[src/rtl/digital_clock_tk_if.sv]
// Load/alarm handshake bundle for digital_clock_tk.
// The master is the time source or controller; the slave is the clock core.
interface digital_clock_tk_if;
  logic        load_valid;
  logic        load_ready;
  logic [16:0] load_time;
  logic        load_err;
  logic        alarm_valid;
  logic [10:0] alarm_time;
  logic        alarm_on;
  logic        alarm_fire;

  modport master (
    output load_valid, load_time, alarm_valid, alarm_time, alarm_on,
    input  load_ready, load_err, alarm_fire
  );

  modport slave (
    input  load_valid, load_time, alarm_valid, alarm_time, alarm_on,
    output load_ready, load_err, alarm_fire
  );
endinterface

[src/rtl/digital_clock_tk.sv]
// Time-of-day counter with seconds prescaler, validated load handshake and
// binary/BCD outputs; alarm comparator compiled in with DIGITAL_CLOCK_ALARM_EN.
module digital_clock_tk #(
  parameter int TICK_DIV  = 1,
  parameter int INIT_HOUR = 0,
  parameter int INIT_MIN  = 0,
  parameter int INIT_SEC  = 0
) (
  input  logic               clk,
  input  logic               rst_n,
  input  logic               run,
  input  logic               mode_12h,
  digital_clock_tk_if.slave  bus,
  output logic [4:0]         hour_out,
  output logic [5:0]         min_out,
  output logic [5:0]         sec_out,
  output logic               pm,
  output logic [3:0]         sec_1s,
  output logic [3:0]         sec_10s,
  output logic [3:0]         min_1s,
  output logic [3:0]         min_10s,
  output logic [3:0]         hr_1s,
  output logic [3:0]         hr_10s,
  output logic               sec_tick,
  output logic               day_tick
);

  localparam int PW = (TICK_DIV > 1) ? $clog2(TICK_DIV) : 1;

  typedef enum logic {IDLE, BUSY} state_t;

  state_t          state_q, state_d;
  logic [PW-1:0]   pcnt_q, pcnt_d;
  logic [4:0]      hour_q, hour_d;
  logic [5:0]      min_q, min_d;
  logic [5:0]      sec_q, sec_d;
  logic            sec_tick_q, sec_tick_d;
  logic            day_tick_q, day_tick_d;
  logic            load_err_q, load_err_d;

  logic            tick, xfer, ld_ok, adv;
  logic            sec_wrap, min_wrap, hour_wrap;
  logic [4:0]      ld_hour;
  logic [5:0]      ld_min, ld_sec;
  logic            alarm_err;
  logic [4:0]      hr_disp;

  always_ff @(posedge clk or negedge rst_n) begin
    if (!rst_n) begin
      state_q    <= IDLE;
      pcnt_q     <= '0;
      hour_q     <= 5'(INIT_HOUR);
      min_q      <= 6'(INIT_MIN);
      sec_q      <= 6'(INIT_SEC);
      sec_tick_q <= 1'b0;
      day_tick_q <= 1'b0;
      load_err_q <= 1'b0;
    end else begin
      state_q    <= state_d;
      pcnt_q     <= pcnt_d;
      hour_q     <= hour_d;
      min_q      <= min_d;
      sec_q      <= sec_d;
      sec_tick_q <= sec_tick_d;
      day_tick_q <= day_tick_d;
      load_err_q <= load_err_d;
    end
  end

  // A handshake in the same cycle as a tick swallows that tick.
  always_comb begin
    ld_hour   = bus.load_time[16:12];
    ld_min    = bus.load_time[11:6];
    ld_sec    = bus.load_time[5:0];
    ld_ok     = (ld_hour <= 5'd23) && (ld_min <= 6'd59) && (ld_sec <= 6'd59);
    xfer      = bus.load_valid && (state_q == IDLE);
    tick      = run && (pcnt_q == PW'(TICK_DIV - 1));
    adv       = tick && !xfer;
    sec_wrap  = (sec_q == 6'd59);
    min_wrap  = (min_q == 6'd59);
    hour_wrap = (hour_q == 5'd23);

    state_d    = state_q;
    pcnt_d     = pcnt_q;
    hour_d     = hour_q;
    min_d      = min_q;
    sec_d      = sec_q;
    sec_tick_d = 1'b0;
    day_tick_d = 1'b0;
    load_err_d = alarm_err;

    case (state_q)
      IDLE:    if (bus.load_valid) state_d = BUSY;
      BUSY:    state_d = IDLE;
      default: state_d = IDLE;
    endcase

    if (tick)      pcnt_d = '0;
    else if (run)  pcnt_d = pcnt_q + PW'(1);

    if (xfer && ld_ok) begin
      hour_d = ld_hour;
      min_d  = ld_min;
      sec_d  = ld_sec;
      pcnt_d = '0;
    end else if (xfer) begin
      load_err_d = 1'b1;
    end else if (adv) begin
      sec_tick_d = 1'b1;
      sec_d      = sec_wrap ? 6'd0 : sec_q + 6'd1;
      if (sec_wrap) min_d = min_wrap ? 6'd0 : min_q + 6'd1;
      if (sec_wrap && min_wrap) hour_d = hour_wrap ? 5'd0 : hour_q + 5'd1;
      day_tick_d = sec_wrap && min_wrap && hour_wrap;
    end
  end

`ifdef DIGITAL_CLOCK_ALARM_EN
  logic [10:0] alarm_q, alarm_d;
  logic        alarm_fire_q, alarm_fire_d;
  logic        alarm_ok;

  always_ff @(posedge clk or negedge rst_n) begin
    if (!rst_n) begin
      alarm_q      <= '0;
      alarm_fire_q <= 1'b0;
    end else begin
      alarm_q      <= alarm_d;
      alarm_fire_q <= alarm_fire_d;
    end
  end

  // Only a tick can fire the alarm, so loading onto the alarm time stays silent.
  always_comb begin
    alarm_ok     = (bus.alarm_time[10:6] <= 5'd23) && (bus.alarm_time[5:0] <= 6'd59);
    alarm_d      = alarm_q;
    alarm_err    = bus.alarm_valid && !alarm_ok;
    if (bus.alarm_valid && alarm_ok) alarm_d = bus.alarm_time;
    alarm_fire_d = adv && bus.alarm_on && (sec_d == 6'd0) && ({hour_d, min_d} == alarm_q);
  end

  assign bus.alarm_fire = alarm_fire_q;
`else
  logic unused_alarm;
  assign unused_alarm   = ^{bus.alarm_valid, bus.alarm_time, bus.alarm_on};
  assign alarm_err      = 1'b0;
  assign bus.alarm_fire = 1'b0;
`endif

  always_comb begin
    hr_disp = hour_q;
    if (mode_12h) begin
      if (hour_q == 5'd0)       hr_disp = 5'd12;
      else if (hour_q > 5'd12)  hr_disp = hour_q - 5'd12;
    end
    sec_1s  = 4'(sec_q % 6'd10);
    sec_10s = 4'(sec_q / 6'd10);
    min_1s  = 4'(min_q % 6'd10);
    min_10s = 4'(min_q / 6'd10);
    hr_1s   = 4'(hr_disp % 5'd10);
    hr_10s  = 4'(hr_disp / 5'd10);
  end

  assign hour_out       = hour_q;
  assign min_out        = min_q;
  assign sec_out        = sec_q;
  assign pm             = (hour_q >= 5'd12);
  assign sec_tick       = sec_tick_q;
  assign day_tick       = day_tick_q;
  assign bus.load_err   = load_err_q;
  assign bus.load_ready = (state_q == IDLE);

endmodule

[src/flat_wrapper.sv]
// flat-port wrapper written by rule: the top's interface ports become plain ports
module digital_clock_tk_flat 
#(
  parameter int TICK_DIV  = 1,
  parameter int INIT_HOUR = 0,
  parameter int INIT_MIN  = 0,
  parameter int INIT_SEC  = 0
)
  (clk, rst_n, run, mode_12h, hour_out, min_out, sec_out, pm, sec_1s, sec_10s, min_1s, min_10s, hr_1s, hr_10s, sec_tick, day_tick, bus_load_valid, bus_load_time, bus_alarm_valid, bus_alarm_time, bus_alarm_on, bus_load_ready, bus_load_err, bus_alarm_fire);
  digital_clock_tk_if bus_i ();
  input  logic clk;
  input  logic rst_n;
  input  logic run;
  input  logic mode_12h;
  output logic [4:0] hour_out;
  output logic [5:0] min_out;
  output logic [5:0] sec_out;
  output logic pm;
  output logic [3:0] sec_1s;
  output logic [3:0] sec_10s;
  output logic [3:0] min_1s;
  output logic [3:0] min_10s;
  output logic [3:0] hr_1s;
  output logic [3:0] hr_10s;
  output logic sec_tick;
  output logic day_tick;
  input wire logic [$bits(bus_i.load_valid)-1:0] bus_load_valid;
  input wire logic [$bits(bus_i.load_time)-1:0] bus_load_time;
  input wire logic [$bits(bus_i.alarm_valid)-1:0] bus_alarm_valid;
  input wire logic [$bits(bus_i.alarm_time)-1:0] bus_alarm_time;
  input wire logic [$bits(bus_i.alarm_on)-1:0] bus_alarm_on;
  output wire logic [$bits(bus_i.load_ready)-1:0] bus_load_ready;
  output wire logic [$bits(bus_i.load_err)-1:0] bus_load_err;
  output wire logic [$bits(bus_i.alarm_fire)-1:0] bus_alarm_fire;
  assign bus_i.load_valid = bus_load_valid;
  assign bus_i.load_time = bus_load_time;
  assign bus_i.alarm_valid = bus_alarm_valid;
  assign bus_i.alarm_time = bus_alarm_time;
  assign bus_i.alarm_on = bus_alarm_on;
  assign bus_load_ready = bus_i.load_ready;
  assign bus_load_err = bus_i.load_err;
  assign bus_alarm_fire = bus_i.alarm_fire;
  digital_clock_tk #(.TICK_DIV(TICK_DIV), .INIT_HOUR(INIT_HOUR), .INIT_MIN(INIT_MIN), .INIT_SEC(INIT_SEC)) u_core (.clk(clk), .rst_n(rst_n), .run(run), .mode_12h(mode_12h), .bus(bus_i), .hour_out(hour_out), .min_out(min_out), .sec_out(sec_out), .pm(pm), .sec_1s(sec_1s), .sec_10s(sec_10s), .min_1s(min_1s), .min_10s(min_10s), .hr_1s(hr_1s), .hr_10s(hr_10s), .sec_tick(sec_tick), .day_tick(day_tick));
endmodule
[config.mk]
export PLATFORM = sky130hd
export DESIGN_NAME = digital_clock_tk_flat
export DESIGN_NICKNAME = d
export VERILOG_FILES = /design/src/rtl/digital_clock_tk_if.sv /design/src/rtl/digital_clock_tk.sv /design/src/flat_wrapper.sv
export SDC_FILE = /design/constraint.sdc
export NUM_CORES = 1
export LEC_CHECK = 0
export ABC_CLOCK_PERIOD_IN_PS = 3200
export CORE_MARGIN = 2
export CORE_UTILIZATION = 45
export DETAILED_ROUTE_END_ITERATION = 16
export DONT_BUFFER_PORTS = 1
export PLACE_DENSITY = 0.62
export SYNTH_ARGS = -nofsm -noshare
export SYNTH_HDL_FRONTEND = slang
export SYNTH_SLANG_ARGS = --single-unit
[constraint.sdc]
create_clock -name clk -period 3.2 [get_ports clk]
set_input_delay 0.32 -clock clk [delete_from_list [all_inputs] [get_ports clk]]
set_output_delay 0.32 -clock clk [all_outputs]
set_load 0.01 [all_outputs]
==> results of run 1 <==
## cells by family (layout without fill, tap and decap cells)
| logic type | Yosys count | in the layout | synth area share [%] |
|---|---|---|---|
| AND/OR/NAND/NOR | 115 | 115 | 27.6 |
| buffers and inverters | 44 | 41 | 9.24 |
| adder cells (fa/ha/maj) | 17 | 17 | 9.24 |
| other | 1 | 5 | 0.165 |
| XOR/XNOR | 5 | 5 | 1.93 |
| multiplexers | 9 | 9 | 4.07 |
| AO/OA/AOI/OAI | 80 | 80 | 23.6 |
| flip-flops | 22 | 22 | 24.2 |
## area by class of cell
cell class	instances	area [um^2]
tap	67	83.8
timing repair buffer	17	130
clock inverter	1	30.0
fill	463	2240
sequential	22	551
multi-input combinational	231	1630
inverter	20	77.6
clock buffer	3	41.3
## stage by stage
step / TNS, ps / setup WS, ps
after floorplan: 0 / 154
after global placement: 0 / 175
after detailed placement: 0 / 150
after CTS: 0 / 12.7
after global routing: -26.3 / -26.3
final: 0 / 103
## registers in the layout (all words and copies together), names as in the netlist
register / count
u_core.sec_tick: 1
u_core.pcnt_q: 1
u_core.min_out: 6
u_core.bus.load_err: 1
u_core.sec_out: 6
u_core.hour_out: 5
u_core.state_q: 1
u_core.day_tick: 1
## critical path, cell delays in order (launching register included)
cell      delay [ps]
dfrtp_1          410
inv_2             60
ha_4             260
and3b_1          190
a211o_1          290
and2_4           180
ha_4             160
inv_4             60
a21oi_2           50
or3_4            430
o21bai_1         170
mux2i_1          130
buf_4            140
## worst min-delay path by stage
stage / start / endpoint / slack [ps] / depth (start not counted)
2_1_floorplan: rst_n / u_core.bus.load_err$_DFF_PN0_ / 20 / 0
3_3_place_gp: rst_n / u_core.sec_out[1]$_DFFE_PN0P_ / 20 / 0
3_5_place_dp: rst_n / u_core.sec_out[1]$_DFFE_PN0P_ / 20 / 0
4_1_cts: bus_load_time[4] / u_core.sec_out[4]$_DFFE_PN0P_ / 180 / 1
5_1_grt: bus_load_time[4] / u_core.sec_out[4]$_DFFE_PN0P_ / 180 / 1
6_report: bus_load_time[4] / u_core.sec_out[4]$_DFFE_PN0P_ / 180 / 1
## metal layers
metal  vias to the layer above  share of wire, %  wire (um)
met1                       933                47       2570
li1                       1047                 -          -
met2                        51                47       2600
met5                         -                 0          0
met4                         0              0.15          8
met3                         2               5.7        310
## where the power goes
| part | internal [W] | leakage [nW] | switching, W |
|---|---|---|---|
| sequential | 0.000327 | 0.254 | 0.000102 |
| combinational | 0.000430 | 0.811 | 0.000592 |
| clock | 0.000167 | 0.0357 | 0.0000912 |
## cells in the final DEF, fill, tap and decap left out, types with 5 or more instances in the layout
cell type and count:
nor2_1 32, nand2b_1 9, a31oi_1 10, a21oi_1 22, inv_1 15, o21ai_0 12, nor3_1 6, nand4_1 6
mux2i_1 6, nand3_1 11, conb_1 5, ha_1 12, dfrtp_1 22, buf_4 16, nand2_1 15, nor2b_1 6
## what timing repair did
action / in CTS / in global routing
buffers inserted: 2 / 1
gates cloned: 0 / 0
setup endpoints to repair: 4 / 4
pin swaps: 0 / 5
resized for setup: 5 / 18
endpoints found under the hold margin: 22 / 0
hold buffers: 1 / 0
==> metrics.md, run 1 <==
| Metric | Value |
|---|---|
| GR Layer Usage met3 | `4.82%` |
| CP max FO | `7` |
| Max Cap Violations | `0` |
| Placed Cells | `353` |
| Final #Nets | `346` |
| Crit. Startpoint | `u_core.hour_out[2]$_DFFE_PN0P_` |
| Die area | `5640 um^2` |
| Vias in the first global route | `1782` |
| Synth Flop Type | `dfrtp_1` |
| ANT cells | `0` |
| GR peak layer | `met2` |
| P_leak | `1.10 nW` |
| Core area | `4790 um^2` |
| Pre-antenna DRT Iters | `4` |
| First-pass GRT wire length | `8200 um` |
| DR vias/cell | `5.63` |
| Number of I/O pins | `82` |
| Drt wl/cell | `15.2 um` |
| DRC viols | `0` |
| Hold Crit Class | `input port to register` |
| Mapped Area | `2270 um^2` |
| Setup-failing EPs final | `0` |
| Worst R2R Path Depth | `5` |
| Synth Register Bits | `22` |
| # clock sinks | `22` |
| Worst Max-Slew Pin Slew | `1020 ps` |
| Rows | `25` |
| Largest net degree at the start of global routing | `23` |
| Reg clk slew, reported paths | `80 ps` |
| VDD IR max | `0.394 mV` |
| Max Clock Freq | `323 MHz` |
| Port-buffer cells | `0` |
| Top cell type's share of synthesized area | `24.2%` |
| Total CTS buffers | `3` |
| Met1 GRT Util | `25.6%` |
| Post-route ant nets | `0` |
| Clock insertion delay at the later pin of the skew report | `260 ps` |
| Tot Pwr | `0.00171 W` |
| Post-Layout Cell Count | `361` |
| CTS H-tree lvls | `1` |
| Final Hold Vio Count | `0` |
| Synth top area cells | `dfrtp_1, ha_1, nor2_1` |
| Worst Hold Slack | `183 ps` |
| Final wirelength | `5490 um` |
| Clock tree buffer depth | `2` |
| Fin area | `2540 um^2` |
| Reg-to-Reg End | `u_core.hour_out[3]$_DFFE_PN0P_` |
| Seq/Total Area, Yosys | `24.2%` |
| YS warnings | `0` |
| Clk_skew | `8.05 ps` |
| Netlist cell types | `64` |
| Congestion Overflow GR | `0` |
| Post-DP HPWL | `4060 um` |
| Area after DPL | `2340 um^2` |
| Slew Limit Headroom | `31.5%` |
| Pwr dens | `672 nW/um^2` |
| Crit path capture type | `primary output` |
| Initial antenna violation count | `0` |
| Routability cong. | `0.801` |
| Worst setup SP type | `register` |
| GRT met2 Usage | `29.7%` |
| Critical Path RT | `2880 ps` |
| Die Ht | `75.1 um` |
| Flop-to-flop setup slack | `980 ps` |
| Total global-route track usage | `18.3%` |
| Mapped Avg Cell Area | `7.76 um^2` |
| CTS tree | `built` |
| Count leader, synth | `nor2_1` |
| CP Class | `register to primary output` |
| Vias | `2033` |
| Die X | `75.1 um` |
| Min Clock Period, post-route | `3100 ps` |
| Post-synth EDFFs | `0` |
| Starting Density | `47.5%` |
| Run status | `completed` |
| Post-synthesis cell count | `293` |
| Area grow syn2layout | `11.9%` |
| FFs w/ async S/R, synth | `100%` |
| DRT iter0 DRCs | `79` |
| Critical Path Sink | `hr_1s[3]` |
| Cell taking the most area after synthesis | `dfrtp_1` |
| Period utilization | `96.8%` |
| Layout cells sized above 1 | `14.6%` |
| Utilization after layout | `53.2%` |
| Post-synth top cells | `nor2_1, a21oi_1, dfrtp_1` |
| Arr. time, crit path | `2780 ps` |
| RR Startpoint | `u_core.sec_out[3]$_DFFE_PN0P_` |
| Fin. max-slew vios | `0` |
| CTS root buf | `clkbuf_8` |
No activity file was read; power rests on OpenSTA's default activity.
==> inputs of run 2 (changes only) <==
Settings changed: ABC_CLOCK_PERIOD_IN_PS 3200 to 3500.
Clock period 3.2 ns to 3.5 ns, I/O delays scaled along.
==> metrics.md, run 2 (same netlist as run 1, synthesis figures left out) <==
| Metric | Value |
|---|---|
| Run status | `completed` |
| Final wirelength | `5090 um (-7.3%)` |
| Final #Nets | `334 (-3.5%)` |
| Switching portion of total power | `46.7% (+0.77 points)` |
| Port-buffer cells | `0 (unchanged)` |
| Critical-path top delay cell | `dfrtp_2` |
| Combinational Power Share | `52.4% (-7.4 points)` |
| Congestion Overflow GR | `0 (unchanged)` |
| Arr. time, crit path | `2930 ps (+150 ps)` |
| Worst setup SP type | `register` |
| Most used cell, CP | `inv_1` |
| Die area | `5640 um^2 (unchanged)` |
| Die X | `75.1 um (unchanged)` |
| Period utilization | `93.6%` |
| Drt wl/cell | `14.6 um (-4.1%)` |
| Clk_skew | `5.82 ps (-2.24 ps)` |
| Largest net degree at the start of global routing | `26 (+13%)` |
| Starting Density | `47.5% (unchanged)` |
| Final Hold Vio Count | `0 (unchanged)` |
| Tot Pwr | `0.00144 W (-16%)` |
| Slew Limit Headroom | `33.7% (+2.2 points)` |
| Crit-path max cell delay | `480 ps (+50 ps)` |
| CP max FO | `7 (unchanged)` |
| Hold Crit Class | `input port to register` |
| Post-route ant nets | `0 (unchanged)` |
| Most common cell after layout, fill and taps aside | `nor2_1` |
| Initial antenna violation count | `0 (unchanged)` |
| P_leak | `1.04 nW (-5.8%)` |
| Reg clk slew, reported paths | `80 ps (about the same)` |
| Clock power frac | `16.3% (+1.2 points)` |
| Max Clock Freq | `305 MHz` |
| VDD IR max | `0.343 mV (-13%)` |
| CP Class | `register to primary output` |
| Post-Layout Cell Count | `349 (-3.3%)` |
| CTS tree | `built` |
| RSZ-0062 raised after global routing | `false` |
| Critical Path RT | `3150 ps (+270 ps)` |
| Layout cells sized above 1 | `8.51% (-6.1 points)` |
| Worst Max-Slew Pin Slew | `991 ps (-32.4 ps)` |
| ANT cells | `0 (unchanged)` |
| Pre-antenna DRT Iters | `4 (unchanged)` |
| CTS root buf | `clkbuf_8` |
| Routability cong. | `0.820 (+2.4%)` |
| Vias | `2001 (-1.6%)` |
| Pwr dens | `604 nW/um^2 (-10%)` |
| Clock tree buffer depth | `2 (unchanged)` |
| First-pass GRT wire length | `7980 um (-2.7%)` |
| Die Ht | `75.1 um (unchanged)` |
| Fin. max-slew vios | `0 (unchanged)` |
| Number of I/O pins | `82 (unchanged)` |
| Max Cap Violations | `0 (unchanged)` |
| Total global-route track usage | `17.6% (-0.71 points)` |
| Net Sw Power | `0.000672 W (-14%)` |
| Critical path, cell by cell | `inv_1 -> ha_2 -> nand2_1 -> a211o_1 -> and2_1 -> ha_1 -> inv_1 -> a21oi_1 -> or3_4 -> o21bai_1 -> mux2i_2` |
| CTS H-tree lvls | `1 (unchanged)` |
| # clock sinks | `22 (unchanged)` |
| Total CTS buffers | `3 (unchanged)` |
| Placed Cells | `344 (-2.5%)` |
| DRC viols | `0 (unchanged)` |
| Post-DP HPWL | `3840 um (-5.2%)` |
| DRT iter0 DRCs | `121 (+53%)` |
| Vias in the first global route | `1745 (-2.1%)` |
| Crit path capture type | `primary output` |
| Min Clock Period, post-route | `3280 ps` |
| Clock insertion delay at the later pin of the skew report | `260 ps (about the same)` |
| Fin area | `2380 um^2 (-6.3%)` |
| Setup TNS | `0 ps (unchanged)` |
| Utilization after layout | `49.8% (-3.3 points)` |
| Area after DPL | `2270 um^2 (-2.9%)` |
| Most frequent cells in the layout | `nor2_1, a21oi_1, dfrtp_1, inv_1, nand2_1` |
| Area grow syn2layout | `4.84%` |
| Core area | `4790 um^2 (unchanged)` |
| Setup-failing EPs final | `0 (unchanged)` |
| Internal power | `0.000767 W (-17%)` |
| Seq pwr share | `31.3% (+6.2 points)` |
| DR vias/cell | `5.73 (+1.8%)` |
| Rows | `25 (unchanged)` |
| Post-CTS Setup Inserts | `0 (-2)` |
run 2: cell count changes in the layout (fill, tap and decap cells not counted), sizes merged:
cell  change
buf      -12
run 2: repair_timing:
item,in CTS,in global routing
hold buffers,1,0
endpoints found under the setup margin,0,4
endpoints found under the hold margin,22,0
gates resized for setup,0,10
run 2: layer usage:
layer  vias to the layer above  global-route usage [%]  share of wire, %
met5                         -                       0                 0
met2                        54                    28.3                47
met1                       926                    24.2                46
met3                         0                    5.22               7.5
met4                         0                    1.79                 0
li1                       1021                       -                 -
run 2: power by group through the flow:
stage | Sequential, W | Clock, W | Combinational [W]
after floorplan | 0.000380 | 0 | 0.000699
after global placement | 0.000453 | 0 | 0.000721
after detailed placement | 0.000455 | 0 | 0.000734
after CTS | 0.000449 | 0.000243 | 0.000742
after global routing | 0.000465 | 0.000255 | 0.000851
final | 0.000451 | 0.000235 | 0.000755
run 2: area by class of cell:
class / count / area, um^2
fillers: 476 / 2400
flip-flops and latches: 22 / 553
clock buffers: 3 / 41.3
well taps: 67 / 83.8
inverters: 20 / 75.1
multi-input cells: 231 / 1560
clock inverters: 1 / 30.0
repair buffers: 5 / 40.0
run 2: worst paths after layout:
check / start / end / slack, ps / cells after the start
max reg2reg: u_core.sec_out[2]$_DFFE_PN0P_ / u_core.hour_out[1]$_DFFE_PN0P_ / 1300 / 5
max in group asynchronous: rst_n / u_core.hour_out[0]$_DFFE_PN0P_ / 2130 / 1
min reg2reg: u_core.pcnt_q$_DFFE_PN0P_ / u_core.pcnt_q$_DFFE_PN0P_ / 540 / 1
min: bus_load_time[4] / u_core.sec_out[4]$_DFFE_PN0P_ / 210 / 1
max: u_core.hour_out[0]$_DFFE_PN0P_ / hr_1s[3] / 220 / 11
min in group asynchronous: rst_n / u_core.sec_out[1]$_DFFE_PN0P_ / 690 / 1
run 2: per-stage QoR:
stage	hold slack (ps)	setup slack (ps)
after global routing	199	45.7
final	211	223
after detailed placement	55.0	372
after floorplan	54.4	424
after global placement	55.0	427
after CTS	207	71.6
run 2: worst max-delay path: cells and delay by family (launching register included):
| family | cells | cell delay [ps] |
|---|---|---|
| flops | 1 | 480 |
| buf+inv | 2 | 250 |
| mux | 1 | 220 |
| simple gates | 3 | 680 |
| fa+ha+maj | 2 | 450 |
| compound gates | 3 | 590 |
==> inputs of run 3 (changes only) <==
--- a/config.mk
+++ b/config.mk
@@ -11,4 +11,3 @@
 export DETAILED_ROUTE_END_ITERATION = 16
-export DONT_BUFFER_PORTS = 1
-export PLACE_DENSITY = 0.62
+export PLACE_DENSITY = 0.82
 export SYNTH_ARGS = -nofsm -noshare
@@ -16 +15,2 @@
 export SYNTH_SLANG_ARGS = --single-unit
+export TNS_END_PERCENT = 30
==> constraint.sdc (replaced) <==
create_clock -name clk -period 3.5 [get_ports clk]
set_input_delay 0.525 -clock clk [delete_from_list [all_inputs] [get_ports clk]]
set_output_delay 0.525 -clock clk [all_outputs]
set_load 0.01 [all_outputs]
==> metrics.md, run 3 (same netlist as run 1, synthesis figures left out) <==
| Metric | Value |
|---|---|
| ANT cells | `0 (unchanged)` |
| Max Clock Freq | `289 MHz (-5.1%)` |
| Pre-CTS setup slack | `-461 ps (-834 ps)` |
| Most common cell after layout, fill and taps aside | `clkdlybuf4s50_1` |
| Flop-to-flop setup slack | `1370 ps (+70 ps)` |
| Reg clk slew, reported paths | `90 ps (about the same)` |
| DR vias/cell | `5.68 (-0.97%)` |
| CP max FO | `7 (unchanged)` |
| P_leak | `1.39 nW (+34%)` |
| Congestion Overflow GR | `0 (unchanged)` |
| # clock sinks | `22 (unchanged)` |
| Period utilization | `98.7% (+5.1 points)` |
| Final wirelength | `6110 um (+20%)` |
| Post-route ant nets | `0 (unchanged)` |
| Fin area | `3160 um^2 (+33%)` |
| Pre-antenna DRT Iters | `4 (unchanged)` |
| Crit path capture type | `primary output` |
| Worst Max-Slew Pin Slew | `973 ps (-18.0 ps)` |
| Fin. max-slew vios | `0 (unchanged)` |
| Die area | `5640 um^2 (unchanged)` |
| Starting Density | `47.5% (unchanged)` |
| Final Hold Vio Count | `0 (unchanged)` |
| Layout cells sized above 1 | `14.1% (+5.6 points)` |
| Clock insertion delay at the later pin of the skew report | `270 ps (about the same)` |
| Rows | `25 (unchanged)` |
| Clock tree buffer depth | `2 (unchanged)` |
| Setup-failing EPs final | `0 (unchanged)` |
| Largest net degree at the start of global routing | `24 (-7.7%)` |
| Initial antenna violation count | `0 (unchanged)` |
| Pwr dens | `599 nW/um^2 (-0.73%)` |
| Die X | `75.1 um (unchanged)` |
| Setup TNS | `0 ps (unchanged)` |
| Vias | `2470 (+23%)` |
| CP Class | `register to primary output` |
| Vias in the first global route | `2262 (+30%)` |
| Total CTS buffers | `3 (unchanged)` |
| Run status | `completed` |
| Die Ht | `75.1 um (unchanged)` |
| DRT iter0 DRCs | `153 (+26%)` |
| CTS tree | `built` |
| Area grow syn2layout | `38.9%` |
| CTS Hold Bufs | `0 (-1)` |
| Worst setup SP type | `register` |
| Final WS setup | `45.3 ps (-177 ps)` |
| Port-buffer cells | `63 (+63)` |
| Final #Nets | `420 (+26%)` |
| Hold Crit Class | `register to register` |
| First-pass GRT wire length | `10200 um (+28%)` |
| Most frequent cells in the layout | `clkdlybuf4s50_1, nor2_1, buf_4, a21oi_1, dfrtp_1` |
| Max Cap Violations | `0 (unchanged)` |
| Tot Pwr | `0.00189 W (+32%)` |
| Post-DP HPWL | `4600 um (+20%)` |
| Filler cell count | `425 (-11%)` |
| Area after DPL | `3070 um^2 (+35%)` |
| Number of I/O pins | `82 (unchanged)` |
| Total global-route track usage | `22.7% (+5.2 points)` |
| Drt wl/cell | `14.0 um (-3.7%)` |
| CTS root buf | `clkbuf_8` |
| Slew Limit Headroom | `34.9% (+1.2 points)` |
| Core area | `4790 um^2 (unchanged)` |
| Clk_skew | `7.75 ps (+1.93 ps)` |
| Worst Hold Slack | `546 ps (+334 ps)` |
| Critical Path RT | `2970 ps (-180 ps)` |
| CTS H-tree lvls | `1 (unchanged)` |
| DRC viols | `0 (unchanged)` |
| Min Clock Period, post-route | `3450 ps (+177 ps)` |
| Arr. time, crit path | `2930 ps (about the same)` |
| RSZ-0062 raised after global routing | `true` |
| Routability cong. | `0.844 (+2.9%)` |
| VDD IR max | `0.421 mV (+23%)` |
-- run 3: cell count changes in the layout (fill, tap and decap cells not counted), moves of 2 or more --
cell / previous run / this run
clkdlybuf4s50_1: 0 / 58
buf_4: 4 / 28
clkbuf_2: 0 / 2
inv_1: 18 / 16
inv_2: 2 / 4
-- run 3: critical path, cell delays in order (launching register included) --
cell	delay, ps
dfrtp_1	380
inv_1	60
ha_1	280
and3b_1	200
a211o_1	310
and2_1	180
ha_1	210
inv_2	90
a21oi_1	70
or3_4	380
o22ai_2	180
o2bb2ai_1	90
clkdlybuf4s15_1	230
-- run 3: path summary, 6_finish.rpt --
check                                               start                              to  cells past startpoint
min in group asynchronous                           rst_n  u_core.hour_out[0]$_DFFE_PN0P_                      1
min                             u_core.pcnt_q$_DFFE_PN0P_       u_core.pcnt_q$_DFFE_PN0P_                      1
max reg2reg                 u_core.sec_out[2]$_DFFE_PN0P_  u_core.hour_out[3]$_DFFE_PN0P_                      6
max in group asynchronous                           rst_n   u_core.sec_out[3]$_DFFE_PN0P_                      1
max                        u_core.hour_out[2]$_DFFE_PN0P_                        hr_1s[2]                     12
min reg2reg                     u_core.pcnt_q$_DFFE_PN0P_       u_core.pcnt_q$_DFFE_PN0P_                      1
-- run 3: what timing repair did --
item,CTS,global route
setup buffers,0,1
endpoints found under the setup margin,4,6
resized for setup,13,11
pin swaps,1,1
gates cloned,0,0
-- run 3: power breakdown --
part	leakage, nW	internal [W]	switching (W)
Combinational	1.10	0.000667	0.000610
Sequential	0.252	0.000301	0.0000748
Clock	0.0357	0.000153	0.0000888
Total	1.39	0.00112	0.000773
-- run 3: stage by stage --
stage / utilization [%] / instances
global route: 66.0 / 435
detailed placement: 64.2 / 430
global placement: 64.2 / 430
finish: 66.0 / 435
floorplan: - / 297
CTS: 65.6 / 434
-- run 3: area by class of cell --
class / count / area (um^2) / share of cell area, %
Timing Repair Buffer: 91 / 825 / 26.1
Clock inverter: 1 / 30.0 / 0.950
Clock buffer: 3 / 41.3 / 1.31
Multi-Input combinational cell: 231 / 1550 / 49.1
Inverter: 20 / 75.1 / 2.38
Tap cell: 67 / 83.8 / 2.65
Sequential cell: 22 / 553 / 17.5
-- run 3: per-layer routing --
layer  global-route usage [%]  wire length [um]  up-vias
li1                         -                 -     1199
met5                        0                 0        -
met2                     40.1              3080       86
met3                     3.21               330       12
met4                     5.95               108        0
met1                     29.0              2590     1173
